`src/rtl/decade_pkg.sv`:
```
`default_nettype none
// ============================================================================
//  Module      : decade_pkg
//  Description : Shared constants and helper functions for the BCD decade
//                down-counter family.
//                  BCD_W       - bits per BCD digit
//                  DIGIT_MAX   - largest legal BCD digit (9)
//                  DIGIT_MIN   - smallest BCD digit (0)
//                  MAX_DIGITS  - widest counter the helpers accept
//                  bcd_clamp   - min(digit, 9)
//                  bcd_is_zero - all-zero test on a (zero-extended) vector
//  Revision    : 1.0 - initial release
// ============================================================================
package decade_pkg;

    localparam int         BCD_W      = 4;
    localparam logic [3:0] DIGIT_MAX  = 4'd9;
    localparam logic [3:0] DIGIT_MIN  = 4'd0;
    localparam int         MAX_DIGITS = 16;

    // Saturate a 4-bit code into the legal BCD range.
    function automatic logic [BCD_W-1:0] bcd_clamp(input logic [BCD_W-1:0] digit);
        return (digit > DIGIT_MAX) ? DIGIT_MAX : digit;
    endfunction

    // Callers zero-extend their DIGITS-wide count to the full helper width.
    function automatic logic bcd_is_zero(input logic [BCD_W*MAX_DIGITS-1:0] vec);
        return (vec == '0);
    endfunction

endpackage
`default_nettype wire

```
`src/rtl/bcd_digit_dn.sv`:
```
`default_nettype none
// ============================================================================
//  Module      : bcd_digit_dn
//  Description : One BCD digit of a decade down-counter.
//                  clk, rst    - clock, synchronous active-high reset
//                  ld, ld_val  - parallel load (ld_val must already be legal)
//                  dec         - decrement this digit
//                  q           - current digit value
//                  borrow_out  - dec & (q == 0); drives the next digit's dec
//  Revision    : 1.0 - initial release
// ============================================================================
module bcd_digit_dn
    import decade_pkg::*;
(
    input  logic             clk,
    input  logic             rst,
    input  logic             ld,
    input  logic [BCD_W-1:0] ld_val,
    input  logic             dec,
    output logic [BCD_W-1:0] q,
    output logic             borrow_out
);

    logic [BCD_W-1:0] r_q;

    always_ff @(posedge clk) begin
        if (rst) begin
            r_q <= DIGIT_MIN;
        end else if (ld) begin
            r_q <= ld_val;
        end else if (dec) begin
            r_q <= (r_q == DIGIT_MIN) ? DIGIT_MAX : (r_q - 4'd1);
        end
    end

    assign q          = r_q;
    assign borrow_out = dec & (r_q == DIGIT_MIN);

endmodule
`default_nettype wire

```
`src/rtl/decade_down_counter.sv`:
```
`default_nettype none
// ============================================================================
//  Module      : decade_down_counter
//  Description : Multi-digit BCD down-counter with parallel load, enable,
//                borrow chaining, wrap / one-shot mode and status flags.
//                  clk, rst    - clock, synchronous active-high reset
//                  load        - parallel load strobe (highest after rst)
//                  load_val    - BCD load value, digit 0 in [3:0]
//                  en, bin     - count enable and borrow-in
//                  cnt         - registered BCD count
//                  bout        - combinational borrow-out for cascading
//                  zero        - registered, cnt == 0
//                  done        - registered, one-shot mode holding at zero
//                  wrap_pulse  - registered, one cycle after 0 -> all nines
//                  load_err    - registered, last load had a digit > 9
//  Revision    : 1.0 - initial release
// ============================================================================
module decade_down_counter
    import decade_pkg::*;
#(
    parameter int DIGITS = 4,
    parameter bit WRAP   = 1'b1
) (
    input  logic                  clk,
    input  logic                  rst,
    input  logic                  load,
    input  logic [4*DIGITS-1:0]   load_val,
    input  logic                  en,
    input  logic                  bin,
    output logic [4*DIGITS-1:0]   cnt,
    output logic                  bout,
    output logic                  zero,
    output logic                  done,
    output logic                  wrap_pulse,
    output logic                  load_err
);

    localparam int c_w     = BCD_W * DIGITS;
    localparam int c_ext_w = BCD_W * MAX_DIGITS;

    logic [c_w-1:0]     w_ld_val;
    logic               w_ld_bad;
    logic [c_ext_w-1:0] w_cnt_ext;
    logic               w_cnt_zero;
    logic               w_cnt_one;
    logic               w_count_evt;
    logic               w_dec;
    logic [DIGITS:0]    w_dec_chain;

    logic r_zero;
    logic r_done;
    logic r_wrap_pulse;
    logic r_load_err;

    // Clamp every incoming digit and flag any that was out of range.
    always_comb begin
        w_ld_val = '0;
        w_ld_bad = 1'b0;
        for (int i = 0; i < DIGITS; i++) begin
            w_ld_val[i*BCD_W +: BCD_W] = bcd_clamp(load_val[i*BCD_W +: BCD_W]);
            if (load_val[i*BCD_W +: BCD_W] > DIGIT_MAX) begin
                w_ld_bad = 1'b1;
            end
        end
    end

    always_comb begin
        w_cnt_ext        = '0;
        w_cnt_ext[c_w-1:0] = cnt;
    end

    assign w_cnt_zero  = bcd_is_zero(w_cnt_ext);
    assign w_cnt_one   = (w_cnt_ext == c_ext_w'(1));
    assign w_count_evt = en & bin & ~load & ~r_done;
    // In one-shot mode a count event at zero only sets done; cnt must not move.
    assign w_dec       = w_count_evt & (WRAP | ~w_cnt_zero);

    assign w_dec_chain[0] = w_dec;

    generate
        for (genvar k = 0; k < DIGITS; k++) begin : g_digit
            bcd_digit_dn u_digit (
                .clk        (clk),
                .rst        (rst),
                .ld         (load),
                .ld_val     (w_ld_val[k*BCD_W +: BCD_W]),
                .dec        (w_dec_chain[k]),
                .q          (cnt[k*BCD_W +: BCD_W]),
                .borrow_out (w_dec_chain[k+1])
            );
        end
    endgenerate

    // A borrow leaving the top digit means the whole count went 0 -> all nines.
    always_ff @(posedge clk) begin
        if (rst) begin
            r_zero       <= 1'b1;
            r_done       <= 1'b0;
            r_wrap_pulse <= 1'b0;
            r_load_err   <= 1'b0;
        end else begin
            r_wrap_pulse <= w_dec_chain[DIGITS];
            if (load) begin
                r_zero     <= (w_ld_val == '0);
                r_done     <= 1'b0;
                r_load_err <= w_ld_bad;
            end else if (w_dec) begin
                // Next count is zero only when stepping down from one.
                r_zero <= w_cnt_one;
            end else if (!WRAP && w_count_evt && w_cnt_zero) begin
                r_done <= 1'b1;
            end
        end
    end

    assign bout       = en & bin & w_cnt_zero & (WRAP | ~r_done);
    assign zero       = r_zero;
    assign done       = r_done;
    assign wrap_pulse = r_wrap_pulse;
    assign load_err   = r_load_err;

endmodule
`default_nettype wire

```
`config.mk`:
```
export PLATFORM = sky130hd
export DESIGN_NAME = decade_down_counter
export DESIGN_NICKNAME = d
export VERILOG_FILES = /design/src/rtl/decade_pkg.sv /design/src/rtl/bcd_digit_dn.sv /design/src/rtl/decade_down_counter.sv
export SDC_FILE = /design/constraint.sdc
export NUM_CORES = 1
export LEC_CHECK = 0
export CAP_MARGIN = 20
export CORE_ASPECT_RATIO = 1.2
export CORE_MARGIN = 3
export CORE_UTILIZATION = 44
export DETAILED_ROUTE_END_ITERATION = 16
export PLACE_DENSITY_LB_ADDON = 0.3
export SYNTH_ARGS = -nofsm -noshare
export SYNTH_HDL_FRONTEND = slang
export SYNTH_SLANG_ARGS = --single-unit
```
`constraint.sdc`:
```
create_clock -name clk -period 2.1 [get_ports clk]
set_input_delay 0.42 -clock clk [delete_from_list [all_inputs] [get_ports clk]]
set_output_delay 0.42 -clock clk [all_outputs]
set_load 0.005 [all_outputs]
```
Word level (Yosys, flattened, before mapping)
Index checks and enable logic that the tools add are counted.
{"block": "totals", "reg_bits": 19, "in_bits": 21, "output_inout_bits": 21, "word_cells": 56}
{"block": "op_classes", "n_addsub": 4, "n_lt_le_gt_ge": 4, "eq_ne": 1, "muxes": 22, "bitwise": 8, "n_reduce_logical": 10}
{"cell": "zero test 64 bit", "n": 1}
{"cell": "two-way mux 4 bit", "n": 16}
{"cell": "== test 16 x 1 -> 1 bit (second input constant)", "n": 1}
{"cell": "greater-than comparator 4 bit (second input constant)", "n": 4}
{"cell": "zero test 16 bit", "n": 1}
{"cell": "zero test 4 bit", "n": 4}
{"cell": "subtractor 4 x 1 -> 4 bit (second input constant)", "n": 4}
{"cell": "nonzero test 2 bit", "n": 4}
{"cell": "bitwise AND 1 bit", "n": 7}
{"cell": "two-way mux 1 bit", "n": 6}
{"cell": "inverter 1 bit", "n": 1}

Longest topological paths before layout
Gate-level depths: netlist of the first run.
{"block": "logic_depth", "depth_word": 7, "mapped_depth": 5, "mapped_depth_nobuf": 4}

Cells and area by module
Synthesis of the first run repeated with hierarchy kept, for this count alone.
{"block": "unflattened", "cells_unflattened": 145, "area_unflattened_um2": 1232.4}
{"module": "bcd_digit_dn", "n_inst": 4, "cells_each": 24, "area_each_um2": 221.5}
{"module": "decade_down_counter", "n_inst": 1, "cells_each": 49, "area_each_um2": 346.6}

Least setup slack after synthesis of the first run
OpenSTA, ideal clock, no wires.
{"block": "synth_path", "kind": "register to output", "from": "register g_digit[1].u_digit.r_q[0]", "to": "output bout", "arrival_ps": 1500, "required_time_ps": 1680, "path_slack_ps": 180, "stages_incl_launch_ff": 5, "path_buffers": 1, "path_cell_list": "dfxtp_1 or4_4 buf_6 nor4_4 and3_2"}
{"block": "synth_via", "elab_chain_len": 2}
{"item": "from (decl)", "line_no": "bcd_digit_dn.sv:24", "source": "logic [BCD_W-1:0] r_q;"}
{"item": "from (signal assigned)", "line_no": "bcd_digit_dn.sv:30", "source": "r_q <= ld_val;"}
{"item": "from (signal assigned)", "line_no": "bcd_digit_dn.sv:32", "source": "r_q <= (r_q == DIGIT_MIN) ? DIGIT_MAX : (r_q - 4'd1);"}
{"item": "zero test 64 bit", "line_no": "decade_pkg.sv:28", "source": "return (vec == '0);"}
{"item": "bitwise AND 1 bit", "line_no": "decade_down_counter.sv:116", "source": "assign bout = en & bin & w_cnt_zero & (WRAP | ~r_done);"}
{"item": "to (decl)", "line_no": "decade_down_counter.sv:31", "source": "output logic bout,"}
No other way between the ends.

Final worst setup path of the first run
Ends and elaborated chain as after synthesis.

==> impl_metrics.json, run 1 <==
{
  "fmax_mhz": 467,
  "outcome": "finished, violations left",
  "holdWs_ns": 0.533,
  "hold_violations": 0,
  "wl_mm": 3.49,
  "syn_inst": 140,
  "post_drt_wl_per_cell_um": 15.0,
  "numPortBuffers": 40,
  "synth-edff-count": 0,
  "setup_slack_ns": -0.0410,
  "hold_buffers": 0,
  "clockBufferDepth": 2,
  "dp_slack_ns": -0.397,
  "clock-skew-final_ns": 0.00854,
  "critPathBufInv": 1,
  "ys.flop_type": "dfxtp_1",
  "cpPeakStageDelay_ns": 0.55,
  "async_reset_ff_share_pct": 0,
  "syn-cell-area_um2": 1190,
  "drive_gt1_share_pct": 20.0,
  "cp_cell_sequence": "or4_4 -> nor4_4 -> and3_4 -> buf_6",
  "cts_root_buffer": "clkbuf_4",
  "finalSetupTns_ns": -0.0410,
  "synth_nets": 161,
  "ys_warn_count": 0,
  "antenna_found_initial": 0,
  "drc_errors": 0,
  "synthTopCellsByArea": "dfxtp_1 32%, nor2_1 5.7%, a211oi_1 4.4%, nor4_4 3.6%, nor3_1 3.0%",
  "synth_top_area_share_pct": 32.0,
  "slew_viol_final": 0,
  "finalNetCount": 222,
  "clkLatencyLatePin_ns": 0.29,
  "yosysSeqAreaShare_pct": 32.0,
  "vdd_ir_drop_max_uv": 410,
  "final_util_pct": 71.1,
  "rsz0062_at_grt": "yes",
  "setup_viol": 1,
  "postCtsSetupBuffers": 0,
  "ys_types": 49,
  "ys_seq_elements": 19,
  "yosysMostFrequentCell": "dfxtp_1",
  "syn_area_per_cell_um2": 8.48,
  "die_w_um": 53.4,
  "synth_area_leader_cell": "dfxtp_1",
  "path_delay_family": "simple AND/OR/NAND/NOR gates",
  "hold_class": "reg2reg",
  "area_growth_pct": 52.9,
  "cp_max_fo": 2,
  "grt_max_degree": 20,
  "rows": 20,
  "cts_buffers": 3,
  "layoutNonFillerInstCount": 233,
  "num_io_pins": 42,
  "slowest_stage": "or4_4",
  "finalCritPeriodShare_pct": 102,
  "die_h_um": 62.9,
  "clk_pin_slew_ns": 0.12,
  "grt_pass1_vias": 1312,
  "viasPerCell": 5.55,
  "dp_hpwl_mm": 2.81,
  "grt_overflow_total": 0,
  "required_ns": 1.68,
  "drtPass1Iterations": 4,
  "vias": 1292,
  "synth_common_cells": "19 x dfxtp_1, 18 x nor2_1, 7 x a211oi_1, 7 x nand2_1, 7 x nor3_1",
  "arrival_ns": 1.72,
  "cp-start-kind": "flip-flop",
  "core_um2": 2550,
  "cts_tree": "built",
  "antenna_cells": 0,
  "min_period_ns": 2.14,
  "place.gp.congestion": 0.802,
  "grt_first_pass_wirelength_mm": 5.87,
  "cts_htree_levels": 1,
  "end_kind": "output pin",
  "p_leak_nw": 0.665,
  "violations": "negative setup slack",
  "grt_usage_pct": 22.7,
  "p_per_area_nw_per_um2": 490,
  "initial_core_util_pct": 46.5,
  "path_class": "reg2out",
  "drt_iter0_markers": 38,
  "ant_nets": 0,
  "die-area_um2": 3360,
  "cts_sinks": 19,
  "dp_cells": 229,
  "drv_cap": 0
}
[per-layer routing]
metal | share of wire (%) | track usage, % | vias to the layer above
li1 | - | - | 651
met5 | 0 | 0 | -
met4 | 0.54 | 5.11 | 0
met3 | 3.7 | 2.39 | 2
met2 | 52 | 37.9 | 31
met1 | 44 | 30.4 | 608
[placed cells by master, fill, tap and decap left out, types with 2 or more instances in the layout]
cell / n
a21oi_1: 2
nor2b_1: 4
clkdlybuf4s50_1: 39
clkbuf_4: 3
nor4_4: 2
nor4b_1: 2
o21a_1: 3
and4_1: 2
nor3b_1: 2
xnor2_1: 3
nand2_1: 7
inv_1: 4
a311oi_1: 2
mux2i_1: 3
or3_1: 2
nor3_1: 7
a211oi_1: 7
buf_4: 23
dfxtp_1: 17
a31oi_1: 3
or2_2: 2
o31a_1: 2
or4_1: 3
and3b_1: 2
nor2_1: 18
o21ai_0: 5
dfxtp_2: 2
nor4_1: 5
[kinds of logic after synthesis]
family / count (synthesis) / synth area share [%]
simple gates: 66 / 36.0
compound gates: 34 / 20.9
flops: 19 / 32.0
buf+inv: 13 / 5.06
mux: 4 / 3.48
xor+xnor: 3 / 2.21
other cells: 1 / 0.316
[per-stage QoR]
stage               area, um2  power, W
global placement         1780  0.000703
global route             1820  0.000939
detailed placement       1780  0.000708
finish                   1820  0.000889
CTS                      1820  0.000891
floorplan                1190  0.000549
[final timing paths]
check | startpoint | endpoint | slack (ns) | cells after the start
setup / recovery | g_digit[1].u_digit.q[0] | bout | -0.04 | 4
hold reg to reg | load_err | load_err | 0.53 | 2
setup reg to reg | g_digit[1].u_digit.q[0] | g_digit[3].u_digit.q[0] | 0.12 | 5
hold / removal | load_err | load_err | 0.53 | 2
[power breakdown]
group | switching [W] | total (W) | internal [W]
sequential | 0.0000170 | 0.000401 | 0.000384
combinational | 0.000135 | 0.000302 | 0.000167
clock | 0.000116 | 0.000186 | 0.0000708
total | 0.000268 | 0.000889 | 0.000621
[worst register-to-register path, stage by stage, from the launching register on]
cell and delay [ns]:
dfxtp_2 0.34, or4_4 0.55, buf_4 0.18, nor4_4 0.23, mux2_2 0.37, a311oi_1 0.23
[registers in the layout, indices dropped and copies added (netlist names)]
| name | flops |
|---|---|
| load_err | 1 |
| wrap_pulse | 1 |
| g_digit.u_digit.q | 16 |
| zero | 1 |
[final cells by class]
class	count	area, um2
clock buffers	3	22.5
clock inverters	1	5.00
fillers	210	737
inverters	5	18.8
multi-input cells	108	751
flip-flops and latches	19	383
well taps	33	41.3
repair buffers	64	594
[what timing repair did]
action	4_1_cts	5_1_grt
pin swaps	3	2
resized for setup	8	0
endpoints found under the setup margin	1	1
(Power assumes the default switching activity.)
==> run 2, diff against run 1 <==
GPL_TIMING_DRIVEN = 0   (was not set)
==> run 2 against run 1 <==
Effect of this change: the flow still finishes with violations (negative setup slack); utilization shrank 0.98 points; setup slack lost 0.066 ns; die area unchanged; via count up 6.1%; register-to-register slack got worse by 0.07 ns; non-clock buffer count fell by 6; final cell count is 2.6% lower; sequential cell count did not move; critical path type unchanged; critical endpoint unchanged.
==> impl_metrics.json, run 2 (synthesized netlist as in run 1, its figures left out) <==
{
  "clkLatencyLatePin_ns": 0.30,
  "hold_violations": 0,
  "violations": "negative setup slack",
  "layoutNonFillerInstCount": 227,
  "cts_root_buffer": "clkbuf_4",
  "cp-start-kind": "flip-flop",
  "dp_slack_ns": -0.589,
  "cts_sinks": 19,
  "cts_buffers": 3,
  "final_cell_mix": "37 x clkdlybuf4s50_1, 18 x nor2_1, 15 x dfxtp_1",
  "drv_cap": 0,
  "vias": 1371,
  "grt_overflow_total": 0,
  "cts_tree": "built",
  "arrival_ns": 1.79,
  "finalSetupTns_ns": -0.107,
  "slew_viol_final": 0,
  "dp_cells": 213,
  "layout_commonest_cell": "clkdlybuf4s50_1",
  "ant_nets": 0,
  "clock-skew-final_ns": 0.00562,
  "initial_core_util_pct": 46.5,
  "core_um2": 2550,
  "fmax_mhz": 453,
  "area_growth_pct": 50.8,
  "pwr-share-seq_pct": 46.5,
  "drc_errors": 0,
  "clockBufferDepth": 2,
  "drt_iter0_markers": 35,
  "finalNetCount": 216,
  "p_leak_nw": 0.625,
  "vdd_ir_drop_max_uv": 349,
  "m1WireLength_mm": 1.46,
  "numPortBuffers": 40,
  "required_ns": 1.68,
  "num_io_pins": 42,
  "min_period_ns": 2.21,
  "hold_buffers": 0,
  "fin_area_um2": 1790,
  "die_w_um": 53.4,
  "antenna_found_initial": 0,
  "wl_mm": 3.73,
  "power_frac_comb_pct": 31.8,
  "viasPerCell": 6.04,
  "hold_class": "reg2reg",
  "antenna_cells": 0,
  "end_kind": "output pin",
  "postPlaceCellArea_um2": 1630,
  "p_switching_w": 0.000279,
  "swShare_pct": 31.4,
  "place.gp.congestion": 0.847,
  "die-area_um2": 3360,
  "rows": 20,
  "p_per_area_nw_per_um2": 496,
  "met2_length_mm": 1.90,
  "grt_usage_pct": 24.9,
  "rsz0062_at_grt": "yes",
  "grt_first_pass_wirelength_mm": 6.43,
  "grt_pass1_vias": 1369,
  "final_util_pct": 70.1,
  "setup_slack_ns": -0.107,
  "cp_max_fo": 2,
  "timing_worst_slew_pin_value_ns": 0.540,
  "outcome": "finished, violations left",
  "largest_reg_flops": 16,
  "dp_hpwl_mm": 2.76,
  "slew_headroom_pct": 63.7,
  "drtPass1Iterations": 4,
  "top_layer": "met4",
  "power_frac_clock_pct": 21.6,
  "intPower_w": 0.000609,
  "finalCritPeriodShare_pct": 105,
  "path_class": "reg2out",
  "post_drt_wl_per_cell_um": 16.4,
  "grt_max_degree": 11,
  "drive_gt1_share_pct": 18.0,
  "cts_htree_levels": 1,
  "clk_pin_slew_ns": 0.11,
  "die_h_um": 62.9,
  "wl_met3_um": 295,
  "setup_viol": 1
}
run 2: final cells by class:
| cell class | count | area, um2 |
|---|---|---|
| plain buffers | 6 | 26.3 |
| clock buffers | 4 | 26.3 |
| fillers | 226 | 762 |
| inverters | 5 | 18.8 |
| multi-input cells | 108 | 786 |
| flip-flops and latches | 19 | 388 |
| well taps | 33 | 41.3 |
| repair buffers | 52 | 504 |
run 2: power groups by stage:
stage	sequential, W	clock [W]	combinational, W
detailed placement	0.000421	0	0.000257
CTS	0.000412	0.000194	0.000280
global placement	0.000418	0	0.000249
finish	0.000413	0.000192	0.000283
global route	0.000416	0.000207	0.000307
floorplan	0.000417	0	0.000133
run 2: final timing paths:
| path | startpoint | to | slack, ns | cells past startpoint |
|---|---|---|---|---|
| worst min register to register | g_digit[0].u_digit.q[3] | g_digit[0].u_digit.q[3] | 0.53 | 2 |
| worst max register to register | g_digit[1].u_digit.q[0] | g_digit[3].u_digit.q[0] | 0.05 | 5 |
| worst min-delay path | g_digit[0].u_digit.q[3] | g_digit[0].u_digit.q[3] | 0.53 | 2 |
| worst max-delay path | g_digit[1].u_digit.q[0] | bout | -0.11 | 5 |
run 2: critical path, cell delays in order (launching register included):
cell,delay [ns]
dfxtp_4,0.36
or4_4,0.55
nor4_4,0.17
buf_4,0.15
and3_4,0.17
buf_6,0.09
run 2: stage by stage:
stage	total power [W]	hold WS [ns]
floorplan	0.000549	0.491
global placement	0.000668	0.499
detailed placement	0.000678	0.510
CTS	0.000886	0.533
global route	0.000930	0.550
finish	0.000889	0.530
run 2: what timing repair did:
action / in CTS / in global routing
endpoints found under the setup margin: 2 / 10
setup buffers: 16 / 1
pin swaps: 7 / 1
resized for setup: 23 / 3
run 2: metal layers:
metal	GRT usage, %	up-vias
li1	-	649
met1	32.0	641
met2	40.5	75
met3	3.10	6
met4	10.9	0
met5	0	-
==> RTL change 1 (settings of run 1) <==
`DIGITS`: 4 -> 5.
--- a/src/rtl/decade_down_counter.sv
+++ b/src/rtl/decade_down_counter.sv
@@ -18,7 +18,7 @@
 module decade_down_counter
     import decade_pkg::*;
 #(
-    parameter int DIGITS = 4,
+    parameter int DIGITS = 5,
     parameter bit WRAP   = 1'b1
 ) (
     input  logic                  clk,
Ports: changed (resized cnt and load_val); port bits go from 42 to 50. No check against the original RTL was run, so the function may have changed too.
==> RTL change 1 against run 1 <==
The flow still finishes with violations (setup timing); hold slack lost 0.014 ns; final area grew 17%; sequential cell count grew 4; register-to-register slack lost 0.10 ns; wire length grew 27%; worst setup slack lost 0.32 ns; non-clock buffer count grew 17; clock skew shrank 0.0064 ns; first-iteration DRC count grew 110%; total power grew 20%; area after synthesis grew 13%; critical path type unchanged; via count grew 25%; count of clock-buffer cells in the layout is the same.
==> RTL change 1: results <==
metrics = {
    "sta": {
        "timing_limited_maximum_frequency_ghz": 0.406,
        "postLayoutSetupSlackWorst_ns": -0.363,
        "timing.clock.skew_ns": 0.00215,
        "finalSetupViolations": 1,
    },
    "synthesis": {
        "synth_nets": 189,
        "synthDistinctLibCells": 45,
        "synth_async_sr_flop_share_pct": 0,
        "synth-seq-area-share_pct": 34.4,
        "synth.yosys.warnings": 0,
        "synth_common_cells": "sky130_fd_sc_hd__dfxtp_1, sky130_fd_sc_hd__nor2_1, sky130_fd_sc_hd__nand2_1, sky130_fd_sc_hd__nor4_1",
        "synth_area_leaders": "sky130_fd_sc_hd__dfxtp_1, sky130_fd_sc_hd__nor2_1, sky130_fd_sc_hd__xnor2_1",
        "average_size_of_a_mapped_cell_um2": 8.17,
    },
    "global_route": {
        "grt_pass1_wl_mm": 7.28,
        "grt_start_max_net_pins": 21,
        "grt_antenna_before_repair": 0,
        "grtUsageTotal_pct": 24.6,
        "grt_pass1_vias": 1607,
    },
    "clock_tree": {
        "ctsLongestPathBuffers": 2,
        "post-cts-setup-buffer-count": 0,
        "clockRootBuffer": "sky130_fd_sc_hd__clkbuf_4",
        "total_number_of_h_tree_levels": 1,
        "worstSkewPairLatency_ns": 0.32,
    },
    "placement": {
        "place.gp.congestion": 0.887,
        "placement.io_buffers": 48,
        "hpwlAfterDp_mm": 3.57,
        "dpl-instance-area_um2": 2090,
    },
    "drt": {
        "route.detailed.wl_per_inst_um": 16.1,
        "first_iter_violations": 78,
        "vias_per_cell": 5.86,
    },
    "cells_and_area": {
        "largest_register_ff_count": 20,
        "layout-drive-gt1-share_pct": 22.0,
        "fin_nets": 267,
        "final_cells": 275,
    },
    "power_and_ir_drop": {
        "peakVddDrop_mv": 0.355,
        "static-leakage-power_nw": 0.793,
        "internal_power_w": 0.000743,
    },
    "outcome": {
        "violated_checks": "setup timing",
        "run_status": "finished with violations",
    },
    "worst_setup_path": {
        "r2r_cells": 6,
        "cp.arrival_ns": 2.04,
        "critPathMaxFanout": 2,
    },
    "hold_path": {
        "hold_path_depth": 2,
    },
}
## RTL change 1: cell types whose count changed after synthesis, sizes merged, moves of 3 or more
cell / run 1 / this run
a21oi: 2 / 6
dfxtp: 19 / 23
nand2: 7 / 15
nand3: 0 / 4
nand3b: 1 / 4
xnor2: 3 / 7
## RTL change 1: tightest hold or removal path, cell delays in order, from the launching register on
cell and delay, ns:
sky130_fd_sc_hd__dfxtp_1 0.34, sky130_fd_sc_hd__nor2_1 0.10, sky130_fd_sc_hd__nor3_1 0.05
## RTL change 1: power groups by stage
stage / registers, W / logic [W] / clock network (W)
finish: 0.000484 / 0.000369 / 0.000212
CTS: 0.000483 / 0.000366 / 0.000216
floorplan: 0.000507 / 0.000137 / 0
global placement: 0.000491 / 0.000354 / 0
global route: 0.000487 / 0.000397 / 0.000226
detailed placement: 0.000493 / 0.000364 / 0
## RTL change 1: layout make-up
class                      count  area (µm²)
clock buffer                   3        22.5
clock inverter                 1        5.00
fill                         223         738
inverter                       2        7.51
multi-input combinational    131         855
sequential                    23         462
tap                           34        42.5
timing repair buffer          81         732
## RTL change 1: cell families (layout without fill, tap and decap cells)
kind of cell / after synthesis / after routing / synth area share (%)
xor+xnor: 7 / 7 / 4.58
simple gates: 82 / 82 / 36.0
compound gates: 40 / 40 / 20.8
flops: 23 / 23 / 34.4
buf+inv: 10 / 87 / 3.17
mux: 1 / 1 / 0.747
other cells: 1 / 1 / 0.280
## RTL change 1: timing repair
action                                  in CTS  in global routing
endpoints found under the setup margin       2                  4
pin swaps                                    0                  1
resized for setup                            4                  6
## RTL change 1: metal layers
| layer | global-route usage, % | wire [µm] |
|---|---|---|
| met4 | 10.4 | 82 |
| met1 | 28.4 | 1730 |
| met5 | 0 | 0 |
| met3 | 4.07 | 299 |
| met2 | 44.6 | 2310 |
## RTL change 1: through the flow
stage | worst slack (ns) | util [%] | TNS (ns)
2_1_floorplan | 0.0619 | - | 0
3_3_place_gp | -0.491 | 73.0 | -0.898
3_5_place_dp | -0.507 | 73.0 | -1.24
4_1_cts | -0.380 | 73.8 | -0.389
5_1_grt | -0.438 | 74.2 | -0.609
6_report | -0.363 | 74.2 | -0.363
## RTL change 1: path summary, 6_finish.rpt
kind                                   to               startpoint  slack, ns
hold / removal                   load_err                 load_err       0.52
setup / recovery                     bout  g_digit[3].u_digit.q[0]      -0.36
hold reg to reg                  load_err                 load_err       0.52
setup reg to reg  g_digit[4].u_digit.q[2]  g_digit[3].u_digit.q[0]       0.02
==> RTL change 2 (settings of run 1) <==
Without the edit above. Make the reset (`rst`) asynchronous in 2 clocked blocks. Comments in the files are not updated.
--- a/src/rtl/bcd_digit_dn.sv
+++ b/src/rtl/bcd_digit_dn.sv
@@ -23,7 +23,7 @@
 
     logic [BCD_W-1:0] r_q;
 
-    always_ff @(posedge clk) begin
+    always_ff @(posedge clk or posedge rst) begin
         if (rst) begin
             r_q <= DIGIT_MIN;
         end else if (ld) begin
--- a/src/rtl/decade_down_counter.sv
+++ b/src/rtl/decade_down_counter.sv
@@ -92,7 +92,7 @@
     endgenerate
 
     // A borrow leaving the top digit means the whole count went 0 -> all nines.
-    always_ff @(posedge clk) begin
+    always_ff @(posedge clk or posedge rst) begin
         if (rst) begin
             r_zero       <= 1'b1;
             r_done       <= 1'b0;
Check against the original RTL: differs if rst is asserted again (counterexample within 4 cycles, from zero or initial values and one cycle with rst high); with rst held inactive, the same outputs for 10 cycles.
==> RTL change 2 against run 1 <==
The flow still finishes with violations (setup timing); sequential cell count unchanged; worst setup slack lost 0.11 ns; total power grew 7.3%; wire length rose by 21%; fmax shrank 5.1%; final area up 3.5%; combinational power grew 11%; area after synthesis fell by 0.42%; critical path type is now reg -> reg.
==> RTL change 2: results <==
metrics = {
    "outcome": {
        "run_status": "finished with violations",
        "violated_checks": "setup timing",
    },
    "drt": {
        "drt_pre_antenna_iters": 5,
        "first_iter_violations": 115,
        "vias_per_cell": 6.15,
        "route.detailed.wl_per_inst_um": 17.9,
        "wl_met1_mm": 1.55,
        "met2_wl_mm": 2.14,
    },
    "global_route": {
        "grt_use_met2_pct": 45.9,
        "grtUsageTotal_pct": 26.9,
        "use_met1_pct": 32.4,
        "grt_use_met3_pct": 4.30,
        "grt_pass1_vias": 1449,
    },
    "cells_and_area": {
        "n_fill_cell": 177,
        "multi_input_comb_area_um2": 709,
        "final.signal_buffer_count": 68,
        "final_cells": 235,
        "syn_to_final_growth_pct": 58.9,
        "fin_nets": 226,
        "clock_buffers": 4,
        "dominant-cell-class": "multi-input combinational cells",
        "largest_register_ff_count": 16,
        "seqAreaFraction_pct": 25.4,
        "clk_share_pct": 1.40,
        "layout-drive-gt1-share_pct": 24.0,
    },
    "placement": {
        "worst_setup_timing_slack_at_the_placement_stage_ns": -0.327,
        "placed_cells_incl_taps": 228,
        "hpwlAfterDp_mm": 3.01,
        "dpl-instance-area_um2": 1780,
        "place.gp.congestion": 0.918,
    },
    "sta": {
        "final.setup.tns_ns": -0.488,
        "finalSetupViolations": 5,
        "postLayoutSetupSlackWorst_ns": -0.155,
        "timing.clock.skew_ns": 0.00142,
    },
    "power_and_ir_drop": {
        "peakVddDrop_mv": 0.521,
    },
    "worst_setup_path": {
        "cpPeakStageDelay_ns": 0.57,
        "regToRegStartpoint": "g_digit[1].u_digit.q[2]",
        "critPathLaunch": "g_digit[1].u_digit.q[2]",
        "critPathMaxFanout": 4,
        "cp.arrival_ns": 2.45,
        "r2r_end": "g_digit[3].u_digit.q[1]",
    },
    "synthesis": {
        "synthDistinctLibCells": 41,
        "synth_nets": 159,
        "synth-seq-area-share_pct": 40.3,
        "average_size_of_a_mapped_cell_um2": 8.57,
        "synth_area_leaders": "sky130_fd_sc_hd__dfrtp_1, sky130_fd_sc_hd__nor2_1, sky130_fd_sc_hd__o21ai_0",
        "synth_async_sr_flop_share_pct": 100,
    },
    "floorplan": {
        "row_count": 19,
    },
    "hold_path": {
        "worstHoldPathType": "in -> async",
    },
    "clock_tree": {
        "ctsResizeCount": 10,
        "post-cts-setup-buffer-count": 3,
        "clkSlewWorstSetupHoldPaths_ns": 0.10,
    },
}
RTL change 2: cell count changes in the layout (fill, tap and decap cells not counted), moves of 4 or more:
cell,delta
sky130_fd_sc_hd__buf_4,+4
sky130_fd_sc_hd__o21ai_0,+6
sky130_fd_sc_hd__dfrtp_1,+18
sky130_fd_sc_hd__dfxtp_1,-17
sky130_fd_sc_hd__nand4_1,+4
sky130_fd_sc_hd__nand3_1,+5
sky130_fd_sc_hd__a21oi_1,+7
sky130_fd_sc_hd__nor3_1,-5
sky130_fd_sc_hd__a211oi_1,-7
RTL change 2: cells by family after synthesis:
group	synth area share [%]
AO/OA/AOI/OAI	19.9
XOR/XNOR	2.96
buffers and inverters	3.91
flip-flops	40.3
multiplexers	0.847
other	0.317
AND/OR/NAND/NOR	31.7
RTL change 2: where the power goes:
group | switching (W) | internal, W
clock network | 0.000112 | 0.0000740
registers | 0.0000342 | 0.000399
logic | 0.000148 | 0.000187
